### src/rtl/risc_pkg.sv
// Shared fetch-side definitions: fetch FSM encoding, reset PC,
// instruction field positions and instruction width.
package risc_pkg;

  localparam int INSTR_W = 32;
  localparam logic [INSTR_W-1:0] RESET_PC = 32'h0000_0000;

  // Control-unit fields carved straight out of the instruction word
  localparam int OPC_MSB  = 31;
  localparam int OPC_LSB  = 26;
  localparam int FUNC_MSB = 10;
  localparam int FUNC_LSB = 0;
  localparam int OPC_W    = OPC_MSB - OPC_LSB + 1;
  localparam int FUNC_W   = FUNC_MSB - FUNC_LSB + 1;

  typedef enum logic [1:0] {
    ST_IDLE = 2'd0,
    ST_REQ  = 2'd1,
    ST_DROP = 2'd2
  } fetch_state_e;

  // Redirect targets are always forced onto a word boundary
  function automatic logic [INSTR_W-1:0] word_align(input logic [INSTR_W-1:0] a);
    return a & ~(INSTR_W'(3));
  endfunction

endpackage

### src/rtl/ifetch_buf.sv
// Small instruction FIFO (depth 1 or 2) holding {pc, instr} pairs.
// Entry 0 is always the head; a pop shifts the remaining entry down.
module ifetch_buf
  import risc_pkg::*;
#(
  parameter int DEPTH = 1
) (
  input  logic               clk,
  input  logic               rst_n,
  input  logic               push,
  input  logic [INSTR_W-1:0] push_instr,
  input  logic [INSTR_W-1:0] push_pc,
  input  logic               pop,
  input  logic               flush,
  output logic               full,
  output logic               empty,
  output logic [INSTR_W-1:0] head_instr,
  output logic [INSTR_W-1:0] head_pc
);

  localparam int CW = $clog2(DEPTH + 1);

  typedef struct packed {
    logic [INSTR_W-1:0] pc;
    logic [INSTR_W-1:0] instr;
  } entry_t;

  entry_t        ent_q [DEPTH];
  entry_t        ent_d [DEPTH];
  logic [CW-1:0] count_q;
  logic [CW-1:0] count_d;
  logic [CW-1:0] wr_idx;
  logic          pop_eff;
  logic          push_eff;

  assign empty    = (count_q == '0);
  assign full     = (count_q == CW'(DEPTH));
  assign pop_eff  = pop && !empty;
  assign push_eff = push && (!full || pop_eff);
  // With a simultaneous pop the new word lands one slot lower
  assign wr_idx   = count_q - CW'(pop_eff);

  // Per-entry next value: write, shift down on pop, or hold
  for (genvar gi = 0; gi < DEPTH; gi++) begin : g_ent
    if (gi < DEPTH - 1) begin : g_shift
      assign ent_d[gi] = (push_eff && (wr_idx == CW'(gi))) ? entry_t'{pc: push_pc, instr: push_instr}
                       : pop_eff ? ent_q[gi+1] : ent_q[gi];
    end else begin : g_last
      assign ent_d[gi] = (push_eff && (wr_idx == CW'(gi))) ? entry_t'{pc: push_pc, instr: push_instr}
                       : ent_q[gi];
    end
  end

  // Occupancy: a flush wins over any concurrent pop
  always_comb begin
    count_d = count_q;
    if (flush) begin
      count_d = '0;
    end else begin
      count_d = count_q + CW'(push_eff) - CW'(pop_eff);
    end
  end

  // Entry storage and occupancy registers
  always_ff @(posedge clk) begin
    if (!rst_n) begin
      count_q <= '0;
      for (int i = 0; i < DEPTH; i++) begin
        ent_q[i] <= '0;
      end
    end else begin
      count_q <= count_d;
      for (int i = 0; i < DEPTH; i++) begin
        ent_q[i] <= ent_d[i];
      end
    end
  end

  // Head is presented as zero whenever nothing is buffered
  assign head_instr = empty ? '0 : ent_q[0].instr;
  assign head_pc    = empty ? '0 : ent_q[0].pc;

endmodule

### src/rtl/ifetch_unit.sv
// Instruction fetch unit: single-outstanding-request memory FSM feeding
// a small instruction buffer, with branch redirect and flush.
// Build option: define IFETCH_BUF2_EN for a 2-entry buffer (default 1).
module ifetch_unit
  import risc_pkg::*;
(
  input  logic               clk,
  input  logic               rst_n,
  output logic               imem_req,
  output logic [INSTR_W-1:0] imem_addr,
  input  logic               imem_ack,
  input  logic [INSTR_W-1:0] imem_rdata,
  input  logic               br_taken,
  input  logic [INSTR_W-1:0] br_target,
  output logic               instr_valid,
  input  logic               instr_ready,
  output logic [INSTR_W-1:0] instr,
  output logic [INSTR_W-1:0] pc_out,
  output logic [OPC_W-1:0]   opcode,
  output logic [FUNC_W-1:0]  func
);

`ifdef IFETCH_BUF2_EN
  localparam int BUF_DEPTH = 2;
`else
  localparam int BUF_DEPTH = 1;
`endif

  fetch_state_e       state_q;
  logic [INSTR_W-1:0] fetch_pc_q;
  logic [INSTR_W-1:0] req_addr_q;
  logic               req_q;
  logic [INSTR_W-1:0] br_pc;
  logic               buf_full;
  logic               buf_empty;
  logic               buf_push;
  logic               buf_pop;
  logic [INSTR_W-1:0] head_instr;
  logic [INSTR_W-1:0] head_pc;

  assign br_pc    = word_align(br_target);
  // Only an un-redirected response in REQ carries a useful word
  assign buf_push = (state_q == ST_REQ) && imem_ack && !br_taken;
  assign buf_pop  = instr_valid && instr_ready;

  // Fetch FSM with registered request/address outputs
  always_ff @(posedge clk) begin
    if (!rst_n) begin
      state_q    <= ST_IDLE;
      fetch_pc_q <= RESET_PC;
      req_addr_q <= '0;
      req_q      <= 1'b0;
    end else begin
      case (state_q)
        ST_IDLE: begin
          if (br_taken) begin
            fetch_pc_q <= br_pc;
          end else if (!buf_full) begin
            state_q    <= ST_REQ;
            req_q      <= 1'b1;
            req_addr_q <= fetch_pc_q;
          end
        end
        ST_REQ: begin
          if (br_taken) begin
            fetch_pc_q <= br_pc;
            if (imem_ack) begin
              state_q <= ST_IDLE;
              req_q   <= 1'b0;
            end else begin
              // Request stays up; its response will be thrown away
              state_q <= ST_DROP;
            end
          end else if (imem_ack) begin
            fetch_pc_q <= fetch_pc_q + INSTR_W'(4);
            state_q    <= ST_IDLE;
            req_q      <= 1'b0;
          end
        end
        ST_DROP: begin
          if (br_taken) begin
            fetch_pc_q <= br_pc;
          end
          if (imem_ack) begin
            state_q <= ST_IDLE;
            req_q   <= 1'b0;
          end
        end
        default: begin
          state_q <= ST_IDLE;
          req_q   <= 1'b0;
        end
      endcase
    end
  end

  assign imem_req  = req_q;
  assign imem_addr = req_addr_q;

  ifetch_buf #(
    .DEPTH(BUF_DEPTH)
  ) u_buf (
    .clk       (clk),
    .rst_n     (rst_n),
    .push      (buf_push),
    .push_instr(imem_rdata),
    .push_pc   (req_addr_q),
    .pop       (buf_pop),
    .flush     (br_taken),
    .full      (buf_full),
    .empty     (buf_empty),
    .head_instr(head_instr),
    .head_pc   (head_pc)
  );

  assign instr_valid = !buf_empty;
  assign instr       = head_instr;
  assign pc_out      = head_pc;
  assign opcode      = head_instr[OPC_MSB:OPC_LSB];
  assign func        = head_instr[FUNC_MSB:FUNC_LSB];

endmodule
### config.mk
export PLATFORM = sky130hd
export DESIGN_NAME = ifetch_unit
export DESIGN_NICKNAME = d
export VERILOG_FILES = /design/src/rtl/risc_pkg.sv /design/src/rtl/ifetch_buf.sv /design/src/rtl/ifetch_unit.sv
export SDC_FILE = /design/constraint.sdc
export NUM_CORES = 1
export LEC_CHECK = 0
export CORE_MARGIN = 5
export CORE_UTILIZATION = 40
export DETAILED_ROUTE_END_ITERATION = 8
export GPL_TIMING_DRIVEN = 0
export PLACE_DENSITY = 0.71
export SYNTH_ARGS = -nofsm -noshare
export SYNTH_HDL_FRONTEND = slang
export SYNTH_SLANG_ARGS = --single-unit
### constraint.sdc
create_clock -name clk -period 5.48 [get_ports clk]
set_input_delay 0.822 -clock clk [delete_from_list [all_inputs] [get_ports clk]]
set_output_delay 0.822 -clock clk [all_outputs]
set_load 0.01 [all_outputs]
==> insert_results.sql <==
INSERT INTO impl_metrics (metric_group, metric, value, unit) VALUES
('critical_path', 'cp.required', '4.66', 'ns'),
('die', 'dieArea', '17600', 'um^2'),
('sta', 'timing.final.setup_violations', '0', ''),
('job', 'max_cap_violations', '0', ''),
('critical_path', 'timing.setup.critical_path_class', 'reg -> out', ''),
('place', 'placement.cell_area', '8020', 'um^2'),
('worst_hold_path', 'min-delay-start', 'imem_addr[20]', ''),
('sta', 'fin_crit_period', '3.31', 'ns'),
('synthesis', 'ys.flop_type', 'sky130_fd_sc_hd__dfxtp_1', ''),
('sta', 'clock_skew', '0.00636', 'ns'),
('global_routing', 'grt_util_met1', '25.5', '%'),
('critical_path', 'register_to_register_setup_slack', '2.85', 'ns'),
('sta', 'fin_crit_sh', '60.3', '%'),
('pwr', 'ir_worst_vdd', '0.168', 'mV'),
('cells_and_area', 'antenna_cells_inserted', '0', ''),
('synthesis', 'cell_type_contributing_the_most_total_cell_area_after_synthesis', 'sky130_fd_sc_hd__dfxtp_1', ''),
('sta', 'timing.final.ws_setup', '2.17', 'ns'),
('sta', 'rsz0062_at_grt', 'false', ''),
('cells_and_area', 'area_delta_synth_final', '43.7', '%'),
('sta', 'maxSlewHeadroom', '42.5', '%'),
('global_routing', 'grt_pass1_vias', '5697', ''),
('place', 'dp.final_hpwl', '13700', 'um'),
('cells_and_area', 'drive_above_1_share', '7.29', '%'),
('synthesis', 'mappedNetlistArea', '6010', 'um^2'),
('global_routing', 'grt.overflow.total', '0', ''),
('route', 'routed-via-count', '5869', ''),
('clock_tree', 'tritoncts_clock_tree', 'done', ''),
('critical_path', 'critical_path_peak_fanout', '10', ''),
('global_routing', 'pin_count_of_the_biggest_net_entering_global_routing', '17', ''),
('sta', 'timing_max_transition_violations_final', '0', ''),
('clock_tree', 'clock_tree.buffer_depth', '2', ''),
('synthesis', 'synth_async_sr_flop_share', '0', '%'),
('synthesis', 'synth.yosys.seq_area_share', '42.0', '%'),
('route', 'drc_errors', '0', ''),
('critical_path', 'worst_r2r_startpoint', 'u_buf.full', ''),
('pwr', 'cellLeakagePower', '3.11', 'nW'),
('synthesis', 'synthesis.area_per_instance', '8.32', 'um^2'),
('critical_path', 'worst_ep_arrival_time', '2.48', 'ns'),
('place', 'gpl.final_weighted_congestion', '0.921', ''),
('clock_tree', 'clkTransAtPathRegs', '0.05', 'ns'),
('worst_hold_path', 'holdPathStages', '2', ''),
('cells_and_area', 'final_util', '59.0', '%'),
('route', 'drt_first_iter_violations', '550', ''),
('clock_tree', 'tritoncts.num_buffers', '17', ''),
('global_routing', 'globalRoute.busiestLayer', 'met2', ''),
('die', 'core-area', '14600', 'um^2'),
('synthesis', 'yosysTopAreaCellShare', '42.0', '%'),
('critical_path', 'rr_worst_depth', '8', ''),
('run_status', 'status', 'finished, final reports clean', ''),
('global_routing', 'grt_antenna_before_repair', '0', ''),
('synthesis', 'synth_cells', '723', ''),
('die', 'initial_utilization', '41.1', '%'),
('synthesis', 'synth_edf_count', '0', ''),
('route', 'postRouteWirelength', '18400', 'um'),
('pwr', 'power_per_cell_area', '284', 'nW/um^2'),
('critical_path', 'worst_setup_ep_type', 'primary output', ''),
('route', 'routed_wire_length_per_instance', '16.4', 'um'),
('synthesis', 'yosys.cell_types.count', '55', ''),
('sta', 'final_hold_viol_count', '0', ''),
('die', 'floorplan.die.height', '133', 'um'),
('die', 'i_o_pins', '184', ''),
('die', 'die_x', '133', 'um'),
('synthesis', 'synth.ff_latch_count', '126', ''),
('clock_tree', 'post_cts_resize_count', '0', ''),
('cells_and_area', 'final_net_count', '996', ''),
('critical_path', 'reg2reg_end', 'u_buf.ent_q[0][45]', ''),
('worst_hold_path', 'min-delay-path-class', 'reg -> reg', ''),
('clock_tree', 'numClockSinks', '126', ''),
('route', 'drt_pre_antenna_iters', '5', ''),
('sta', 'worst_pin_slew', '0.857', 'ns'),
('clock_tree', 'clock_latency_on_the_worst_skew_pair', '0.41', 'ns');
## where the power goes
group	switching (mW)	internal, mW	total (mW)
Sequential	0.0413	0.954	0.996
Clock	0.401	0.800	1.20
Combinational	0.135	0.120	0.256
## how the worst max path moves through the flow
stage / startpoint / endpoint / slack (ns)
floorplan: br_taken / u_buf.ent_q[0][10] / 2.94
global placement: br_taken / u_buf.ent_q[0][44] / 1.90
detailed placement: br_taken / u_buf.ent_q[0][45] / 1.90
CTS: u_buf.full / instr[10] / 2.13
global route: u_buf.full / instr[6] / 1.98
finish: u_buf.full / instr[10] / 2.17
## flip-flops by register name, indices dropped and copies added, names as in the netlist
name and cells:
u_buf.ent_q 62, fetch_pc_q 30, imem_addr 30, state_q 2, imem_req 1, u_buf.full 1
## layout by cell type, fill, tap and decap left out, types with 7 or more instances in the layout
cell                              instances
sky130_fd_sc_hd__a21oi_1                 54
sky130_fd_sc_hd__a311oi_1                 7
sky130_fd_sc_hd__and2_1                  69
sky130_fd_sc_hd__buf_1                    7
sky130_fd_sc_hd__buf_2                    7
sky130_fd_sc_hd__buf_4                   21
sky130_fd_sc_hd__clkbuf_1                38
sky130_fd_sc_hd__clkbuf_16               17
sky130_fd_sc_hd__clkdlybuf4s50_1        176
sky130_fd_sc_hd__dfxtp_1                126
sky130_fd_sc_hd__inv_1                    7
sky130_fd_sc_hd__mux2i_1                 62
sky130_fd_sc_hd__nand2_1                 91
sky130_fd_sc_hd__nand3_1                 13
sky130_fd_sc_hd__nand4_1                 10
sky130_fd_sc_hd__nor2_1                  90
sky130_fd_sc_hd__nor3_1                   8
sky130_fd_sc_hd__o211ai_1                 7
sky130_fd_sc_hd__o21ai_0                 24
## metal layers
layer	up-vias	routed length [um]
met5	-	0
met4	0	536
met3	43	1420
met2	256	8410
met1	2690	8010
li1	2880	-
## critical path, stage by stage (launching register included)
cell                              delay [ns]
sky130_fd_sc_hd__dfxtp_1                0.37
sky130_fd_sc_hd__clkbuf_1               0.49
sky130_fd_sc_hd__clkbuf_1               0.33
sky130_fd_sc_hd__and2_1                 0.24
sky130_fd_sc_hd__buf_4                  0.12
sky130_fd_sc_hd__clkdlybuf4s50_1        0.52
## through the flow
| step | total power, mW | hold slack (ns) |
|---|---|---|
| 2_1_floorplan | 1.14 | 0.445 |
| 3_3_place_gp | 1.26 | 0.463 |
| 3_5_place_dp | 1.27 | 0.466 |
| 4_1_cts | 2.47 | 0.474 |
| 5_1_grt | 2.54 | 0.502 |
| 6_report | 2.45 | 0.471 |
## cells by family after synthesis
| kind of cell | after synthesis | synth area share (%) |
|---|---|---|
| AOI/OAI and AO/OA | 135 | 14.2 |
| adders and majority gates | 6 | 1.25 |
| buffers and inverters | 79 | 6.51 |
| DFF | 126 | 42.0 |
| muxes | 62 | 10.3 |
| other | 1 | 0.0624 |
| and+or+nand+nor | 314 | 25.7 |
## layout make-up
cell class,instances,area (um^2)
plain buffers,72,365
clock buffers,19,433
clock inverters,12,194
fillers,1345,6000
inverters,7,26.3
multi-input cells,521,3110
flip-flops and latches,126,2520
well taps,184,230
repair buffers,176,1760
## synth_stat cells, types with 4 or more instances
| master | n |
|---|---|
| sky130_fd_sc_hd__or3_1 | 4 |
| sky130_fd_sc_hd__buf_4 | 21 |
| sky130_fd_sc_hd__clkbuf_1 | 36 |
| sky130_fd_sc_hd__a22oi_1 | 4 |
| sky130_fd_sc_hd__nor3_1 | 8 |
| sky130_fd_sc_hd__ha_1 | 6 |
| sky130_fd_sc_hd__nand4_1 | 10 |
| sky130_fd_sc_hd__o21ai_0 | 24 |
| sky130_fd_sc_hd__a21oi_1 | 54 |
| sky130_fd_sc_hd__buf_2 | 7 |
| sky130_fd_sc_hd__inv_1 | 7 |
| sky130_fd_sc_hd__nand2b_1 | 5 |
| sky130_fd_sc_hd__and3_1 | 6 |
| sky130_fd_sc_hd__buf_1 | 7 |
| sky130_fd_sc_hd__a211oi_1 | 5 |
| sky130_fd_sc_hd__o211ai_1 | 7 |
| sky130_fd_sc_hd__mux2i_1 | 62 |
| sky130_fd_sc_hd__nand2_1 | 91 |
| sky130_fd_sc_hd__a311oi_1 | 7 |
| sky130_fd_sc_hd__dfxtp_1 | 126 |
| sky130_fd_sc_hd__and2_1 | 69 |
| sky130_fd_sc_hd__o31ai_1 | 4 |
| sky130_fd_sc_hd__nand3_1 | 13 |
| sky130_fd_sc_hd__a31oi_1 | 5 |
| sky130_fd_sc_hd__nor2_1 | 90 |
Power figures use the tool's default switching activity.
